$ cat config.mk
export PLATFORM = sky130hd
export DESIGN_NAME = s2p_frame_rx
export DESIGN_NICKNAME = d
export VERILOG_FILES = /design/src/rtl/s2p_frame_rx.sv
export SDC_FILE = /design/constraint.sdc
export NUM_CORES = 1
export LEC_CHECK = 0
export ABC_AREA = 0
export CELL_PAD_IN_SITES_DETAIL_PLACEMENT = 1
export CELL_PAD_IN_SITES_GLOBAL_PLACEMENT = 2
export CORE_ASPECT_RATIO = 0.9
export CORE_MARGIN = 2
export CORE_UTILIZATION = 33
export DETAILED_ROUTE_END_ITERATION = 7
export GPL_TIMING_DRIVEN = 0
export PLACE_DENSITY = 0.83
export SYNTH_ARGS = -nofsm -noshare
export SYNTH_HDL_FRONTEND = slang
export SYNTH_SLANG_ARGS = --single-unit
$ cat constraint.sdc
create_clock -name clk -period 1.7 [get_ports clk]
set_input_delay 0.17 -clock clk [delete_from_list [all_inputs] [get_ports clk]]
set_output_delay 0.17 -clock clk [all_outputs]
set_load 0.03 [all_outputs]
$ cat src/rtl/s2p_frame_rx.sv
// Serial-to-parallel frame receiver: start bit, DATA_W payload bits LSB first, optional parity, stop bit.
// Define PARITY_CHECK_EN to expect a parity bit after the payload and report par_err.
module s2p_frame_rx #(
  parameter int DATA_W  = 4,
  parameter int ODD_PAR = 0
) (
  input  logic              clk,
  input  logic              rst_n,
  input  logic              bit_en,
  input  logic              ser_in,
  input  logic              out_ready,
  output logic [DATA_W-1:0] out_data,
  output logic              out_valid,
  output logic              par_err,
  output logic              frm_err,
  output logic              ovr_err
);

  localparam int CNT_W = (DATA_W > 1) ? $clog2(DATA_W) : 1;
  localparam logic [CNT_W-1:0] LAST_BIT = CNT_W'(DATA_W - 1);

  if (DATA_W < 2 || DATA_W > 8 || ODD_PAR < 0 || ODD_PAR > 1) begin : g_bad_cfg
    $error("s2p_frame_rx: DATA_W must be 2..8 and ODD_PAR 0 or 1");
  end

  typedef enum logic [1:0] {IDLE, DATA, PARITY, STOP} state_t;

  state_t            state_q, state_d;
  logic [CNT_W-1:0]  cnt_q, cnt_d;
  logic [DATA_W-1:0] data_q;
  logic              shift_en;
  logic              stop_ok;
  logic              stop_bad;
  logic              par_calc;

`ifdef PARITY_CHECK_EN
  logic par_q;
  logic par_cap;
  assign par_calc = ((^data_q) ^ par_q) != ODD_PAR[0];
`else
  assign par_calc = 1'b0;
`endif

  always_ff @(posedge clk or negedge rst_n) begin
    if (!rst_n) begin
      state_q <= IDLE;
      cnt_q   <= '0;
    end else begin
      state_q <= state_d;
      cnt_q   <= cnt_d;
    end
  end

  always_comb begin
    state_d  = state_q;
    cnt_d    = cnt_q;
    shift_en = 1'b0;
    stop_ok  = 1'b0;
    stop_bad = 1'b0;
`ifdef PARITY_CHECK_EN
    par_cap  = 1'b0;
`endif
    if (bit_en) begin
      case (state_q)
        IDLE: begin
          if (!ser_in) begin
            state_d = DATA;
            cnt_d   = '0;
          end
        end
        DATA: begin
          shift_en = 1'b1;
          if (cnt_q == LAST_BIT) begin
`ifdef PARITY_CHECK_EN
            state_d = PARITY;
`else
            state_d = STOP;
`endif
          end else begin
            cnt_d = cnt_q + CNT_W'(1);
          end
        end
`ifdef PARITY_CHECK_EN
        PARITY: begin
          par_cap = 1'b1;
          state_d = STOP;
        end
`endif
        STOP: begin
          stop_ok  = ser_in;
          stop_bad = !ser_in;
          state_d  = IDLE;
        end
        default: state_d = IDLE;
      endcase
    end
  end

  always_ff @(posedge clk or negedge rst_n) begin
    if (!rst_n) begin
      data_q    <= '0;
`ifdef PARITY_CHECK_EN
      par_q     <= 1'b0;
`endif
      out_data  <= '0;
      out_valid <= 1'b0;
      par_err   <= 1'b0;
      frm_err   <= 1'b0;
      ovr_err   <= 1'b0;
    end else begin
      if (shift_en) begin
        for (int unsigned i = 0; i < DATA_W; i++) begin
          if (cnt_q == CNT_W'(i)) data_q[i] <= ser_in;
        end
      end
`ifdef PARITY_CHECK_EN
      if (par_cap) par_q <= ser_in;
`endif
      if (stop_bad) frm_err <= 1'b1;
      // A completed frame wins over a plain pop: with out_ready high it replaces the held word.
      if (stop_ok && out_valid && !out_ready) begin
        ovr_err <= 1'b1;
      end else if (stop_ok) begin
        out_data  <= data_q;
        out_valid <= 1'b1;
        par_err   <= par_calc;
      end else if (out_valid && out_ready) begin
        out_valid <= 1'b0;
      end
    end
  end

endmodule

Yosys cells after proc, flatten, opt, wreduce, memory -nomap -nowiden
Index checks and enable logic that the tools add are counted.

storage, ports and cells
  memories kept = 0
  input port bits = 5
  register bits after elaboration = 15
  memory bits (read-only) = 0
  bits in writable memories = 0
  latch bits = 0

operators by class
  muxes and demuxes = 14
  multiply operators = 0
  reduce and logical (&&, ||, !) cells = 17
  equal/unequal tests = 8
  divide/modulo/power cells = 0
  shift-type cells = 0
  $lt $le $gt $ge = 0
  add/subtract/negate cells = 1
  bitwise logic cells = 1

operator list
  cell                                                              count
  2-bit AND reduction                                               6
  1-bit two-way mux                                                 8
  2-bit two-way mux                                                 4
  2-bit case mux with 2 select lines                                2
  2-bit == test (second input constant)                             3
  2-bit != test (second input constant)                             3
  2-bit by 1-bit == test with 1-bit output (second input constant)  2
  2-bit logical NOT                                                 2
  4-bit AND reduction                                               1
  2-bit nonzero test                                                2
  1-bit logical AND                                                 3
  3-bit AND reduction                                               1
  2-bit by 1-bit adder with 2-bit output (second input constant)    1
  1-bit logical NOT                                                 2
  1-bit inverter                                                    1

Longest topological paths before layout
  word-level depth = 7
  gate-level depth with buffers = 4
  depth with buffers taken out = 4

Worst setup path before layout
No wires, ideal clock.

  path kind = reg2reg
  start = register out_valid
  end = register out_data[0]
  buffers on the path = 0
  stages on the path, launching flop included = 4
  arrival time = 1.139 ns
  data required time = 1.575 ns
  setup time = 0.125 ns
  setup slack = 0.436 ns
  cell sequence = dfrtp_1 > nand2b_1 > nor2b_4 > mux2_4

on the way
  longest elaborated chain between the ends = 4

ends and longest elaborated chain
  what                                  RTL line  RTL
  from (decl)                           13        output logic out_valid,
  from (signal assigned)                106       out_valid <= 1'b0;
  from (signal assigned)                125       out_valid <= 1'b1;
  from (signal assigned)                128       out_valid <= 1'b0;
  1-bit logical AND (2 in a row)        121       if (stop_ok && out_valid && !out_ready) begin
  1-bit inverter (no source line)       -
  2-bit AND reduction (no source line)  -
  to (signal assigned)                  124       out_data <= data_q;
  to (decl)                             12        output logic [DATA_W-1:0] out_data,

No other way between the ends.
A chain may end at the register's enable or synchronous reset.

Worst setup path in the final report
  start = register out_data[3]
  end = output out_data[3]

No word-level cell between the ends.

==> results.toml <==
[clock_network]
worst_skew_pair_later_pin_latency_ns = 0.29
clkSlewWorstSetupHoldPaths_ns = 0.09
clockRootBuffer = "clkbuf_4"
post_cts_hold_buffer_count = 0
post_cts.repair.setup_buffers = 0
cts_made_buffers = 3
cts_buffer_depth = 2
tritoncts = "yes"
clock-sinks = 15
cts_resized = 0
cts-htree-levels = 1

[logic_synthesis]
number_of_distinct_library_cells_after_synthesis = 22
synth.yosys.seq_area_share_pct = 52.26
synth_area_per_cell_um2 = 13.30
yosys_warnings = 0
synth.net_count = 63
netlist.top_cell.by_area = "dfrtp_1"
top_cell_type_s_share_of_synthesized_area_pct = 52.26
netlist_area_um2 = 718.2
post_synth_inst_count = 54
ys_top_cells_by_area = "dfrtp_1 52%, mux2_4 10%, ha_1 7.0%"
postSynthRegisterBits = 15

[die]
floorplan.die_area_um2 = 2566
floorplan.core_area_um2 = 2122
chipWidth_um = 53.18
start_util_pct = 33.84
die_height_um = 48.26
placementRows = 16
ios = 13

[grt]
antenna_found_initial = 0
overall_global_routing_resource_usage_pct = 12.55
grt_overflow = 0
grt_pass1_wl_um = 2104
via_count_of_the_first_global_routing_pass = 452
pin_count_of_the_biggest_net_entering_global_routing = 16

[sta]
final.setup_skew_ns = 0.0007411
setup_viol = 0
worstMarginPinSlew_ns = 0.6862
setup-tns-final_ns = 0
min_period_ns = 1.506
timing.slew.headroom_pct = 54.11
grt_setup_unrepaired = "false"
timing.fmax_mhz = 664.0
final.period_utilization_pct = 88.58
hold_fails_final_rpt = 0
slew_viol_final = 0

[power]
power.density_nw_per_um2 = 1701
p_int_uw = 939.3
power.share.sequential_pct = 42.5
power.static_leakage_uw = 0.0004217
p_switching_uw = 573.9
power.combinational.fraction_pct = 43.7
irDropWorstVdd_uv = 926.5
power.share.clock_pct = 13.8
p_sw_share_pct = 37.93

[setup_path]
crit_slowest_cell = "clkdlybuf4s50_1"
worstSetupPathType = "flop to output port"
cp_cell_sequence = "clkdlybuf4s50_1"
rr_startpoint = "state_q[1]"
crit_path_max_incr_delay_ns = 0.67
critical_path.max_fanout = 2
critical_path.n_buffers_inverters = 1
cp_capture_type = "output port"
worst-endpoint-arrival_ns = 1.34
startpoint_type = "flop"
critPathLaunch = "out_data[3]"
timing.critical_path.max_delay_family = "buffers and inverters"
critPathRequiredTime_ns = 1.53

[cells_and_area]
area_growth_syn_to_layout_pct = 23.87
number_of_antenna_cells_inserted = 0
layout.cells.most_common = "dfrtp_1"
final_cell_mix = "15 x dfrtp_1, 11 x clkdlybuf4s50_1, 5 x inv_1, 5 x mux2_4"
layout.nets = 79
layout-drive-gt1-share_pct = 21.74
non_filler_cells_in_the_finished_layout = 96

[worst_hold_path]
worst_hold_path_type = "input port to async pin"

[placed_design]
detailed_place_hpwl_um = 1027
dpl.cell_count = 92
io_buffers = 11
gp_congestion = 0.6938

[route]
detail_route.wl_per_cell_um = 13.84
postRouteAntennaNets = 0
drc_errors = 0
via_per_inst = 4.729
drt_iter0_drc = 1
drt-total-wl_um = 1329
drtPass1Iterations = 2
route.vias.total = 454

[flow_run]
number_of_maximum_capacitance_violations = 0

[outcome]
run_status = "complete, no violations"
area by class of cell:
type / count / area [um^2]
timing repair buffer: 11 / 110.1
clock inverter: 1 / 5.005
buffer: 1 / 7.507
multi-input combinational: 33 / 316.6
tap: 27 / 33.78
inverter: 5 / 18.77
fill: 241 / 1232
clock buffer: 3 / 22.52
sequential: 15 / 375.4
registers in the layout (all words and copies together) (netlist names):
register,flops
data_q,4
out_data,4
cnt_q,2
state_q,2
frm_err,1
out_valid,1
ovr_err,1
logic make-up after synthesis:
| logic type | after synthesis | synth area share (%) |
|---|---|---|
| other | 1 | 0.5221 |
| AOI/OAI and AO/OA | 9 | 9.060 |
| buffers and inverters | 6 | 3.659 |
| muxes | 9 | 16.55 |
| and+or+nand+nor | 10 | 10.97 |
| DFF | 15 | 52.26 |
| adders and majority gates | 4 | 6.969 |
power by group through the flow:
| stage | Sequential (uW) | Combinational, uW | Clock, uW |
|---|---|---|---|
| 5_1_grt | 670 | 717 | 231 |
| 6_report | 644 | 661 | 209 |
| 3_3_place_gp | 641 | 646 | 0 |
| 3_5_place_dp | 656 | 669 | 0 |
| 4_1_cts | 649 | 673 | 218 |
| 2_1_floorplan | 745 | 338 | 0 |
cell usage after synthesis:
cell type  count
o21bai_1       1
o21ai_0        1
o211ai_1       1
nor2b_4        1
inv_1          5
mux2i_1        1
buf_4          1
nand2_2        1
a21oi_1        2
and3b_4        1
nor3b_2        1
conb_1         1
mux2_4         5
nand2b_1       1
ha_1           4
o2bb2ai_1      2
nand2_1        4
a22oi_1        1
mux2_1         3
a41o_1         1
nand4_2        1
dfrtp_1       15
path summary, 6_finish.rpt:
check | slack, ns | end | cells past startpoint
min | 0.29 | out_data[3] | 1
min in group clk | 0.48 | frm_err | 1
max in group asynchronous | 0.98 | cnt_q[0] | 1
max | 0.19 | out_data[3] | 1
min reg2reg | 0.48 | frm_err | 1
max reg2reg | 0.37 | out_data[3] | 3
layer usage:
layer  vias to the layer above  GRT usage [%]  routed length (um)
met1                       224          12.67                 592
met2                        11          22.75                 653
li1                        217              -                   -
met5                         -              0                   0
met3                         2          6.442                  75
met4                         0          4.615                   8
per-stage QoR:
stage | hold slack [ns] | instance area [um^2] | setup WS [ns] | total power (uW) | utilization [%]
6_report | 0.2893 | 889.6 | 0.1941 | 1513 | 41.92
5_1_grt | 0.3316 | 889.6 | 0.1269 | 1617 | 41.92
4_1_cts | 0.3076 | 889.6 | 0.1585 | 1539 | 41.92
3_5_place_dp | 0.4576 | 862.1 | 0.02182 | 1324 | 40.63
3_3_place_gp | 0.4536 | 862.1 | 0.06414 | 1287 | 40.63
2_1_floorplan | -0.1256 | 718.2 | 0.4362 | 1083 | -
Note: power is estimated with default switching activity, not from simulation.
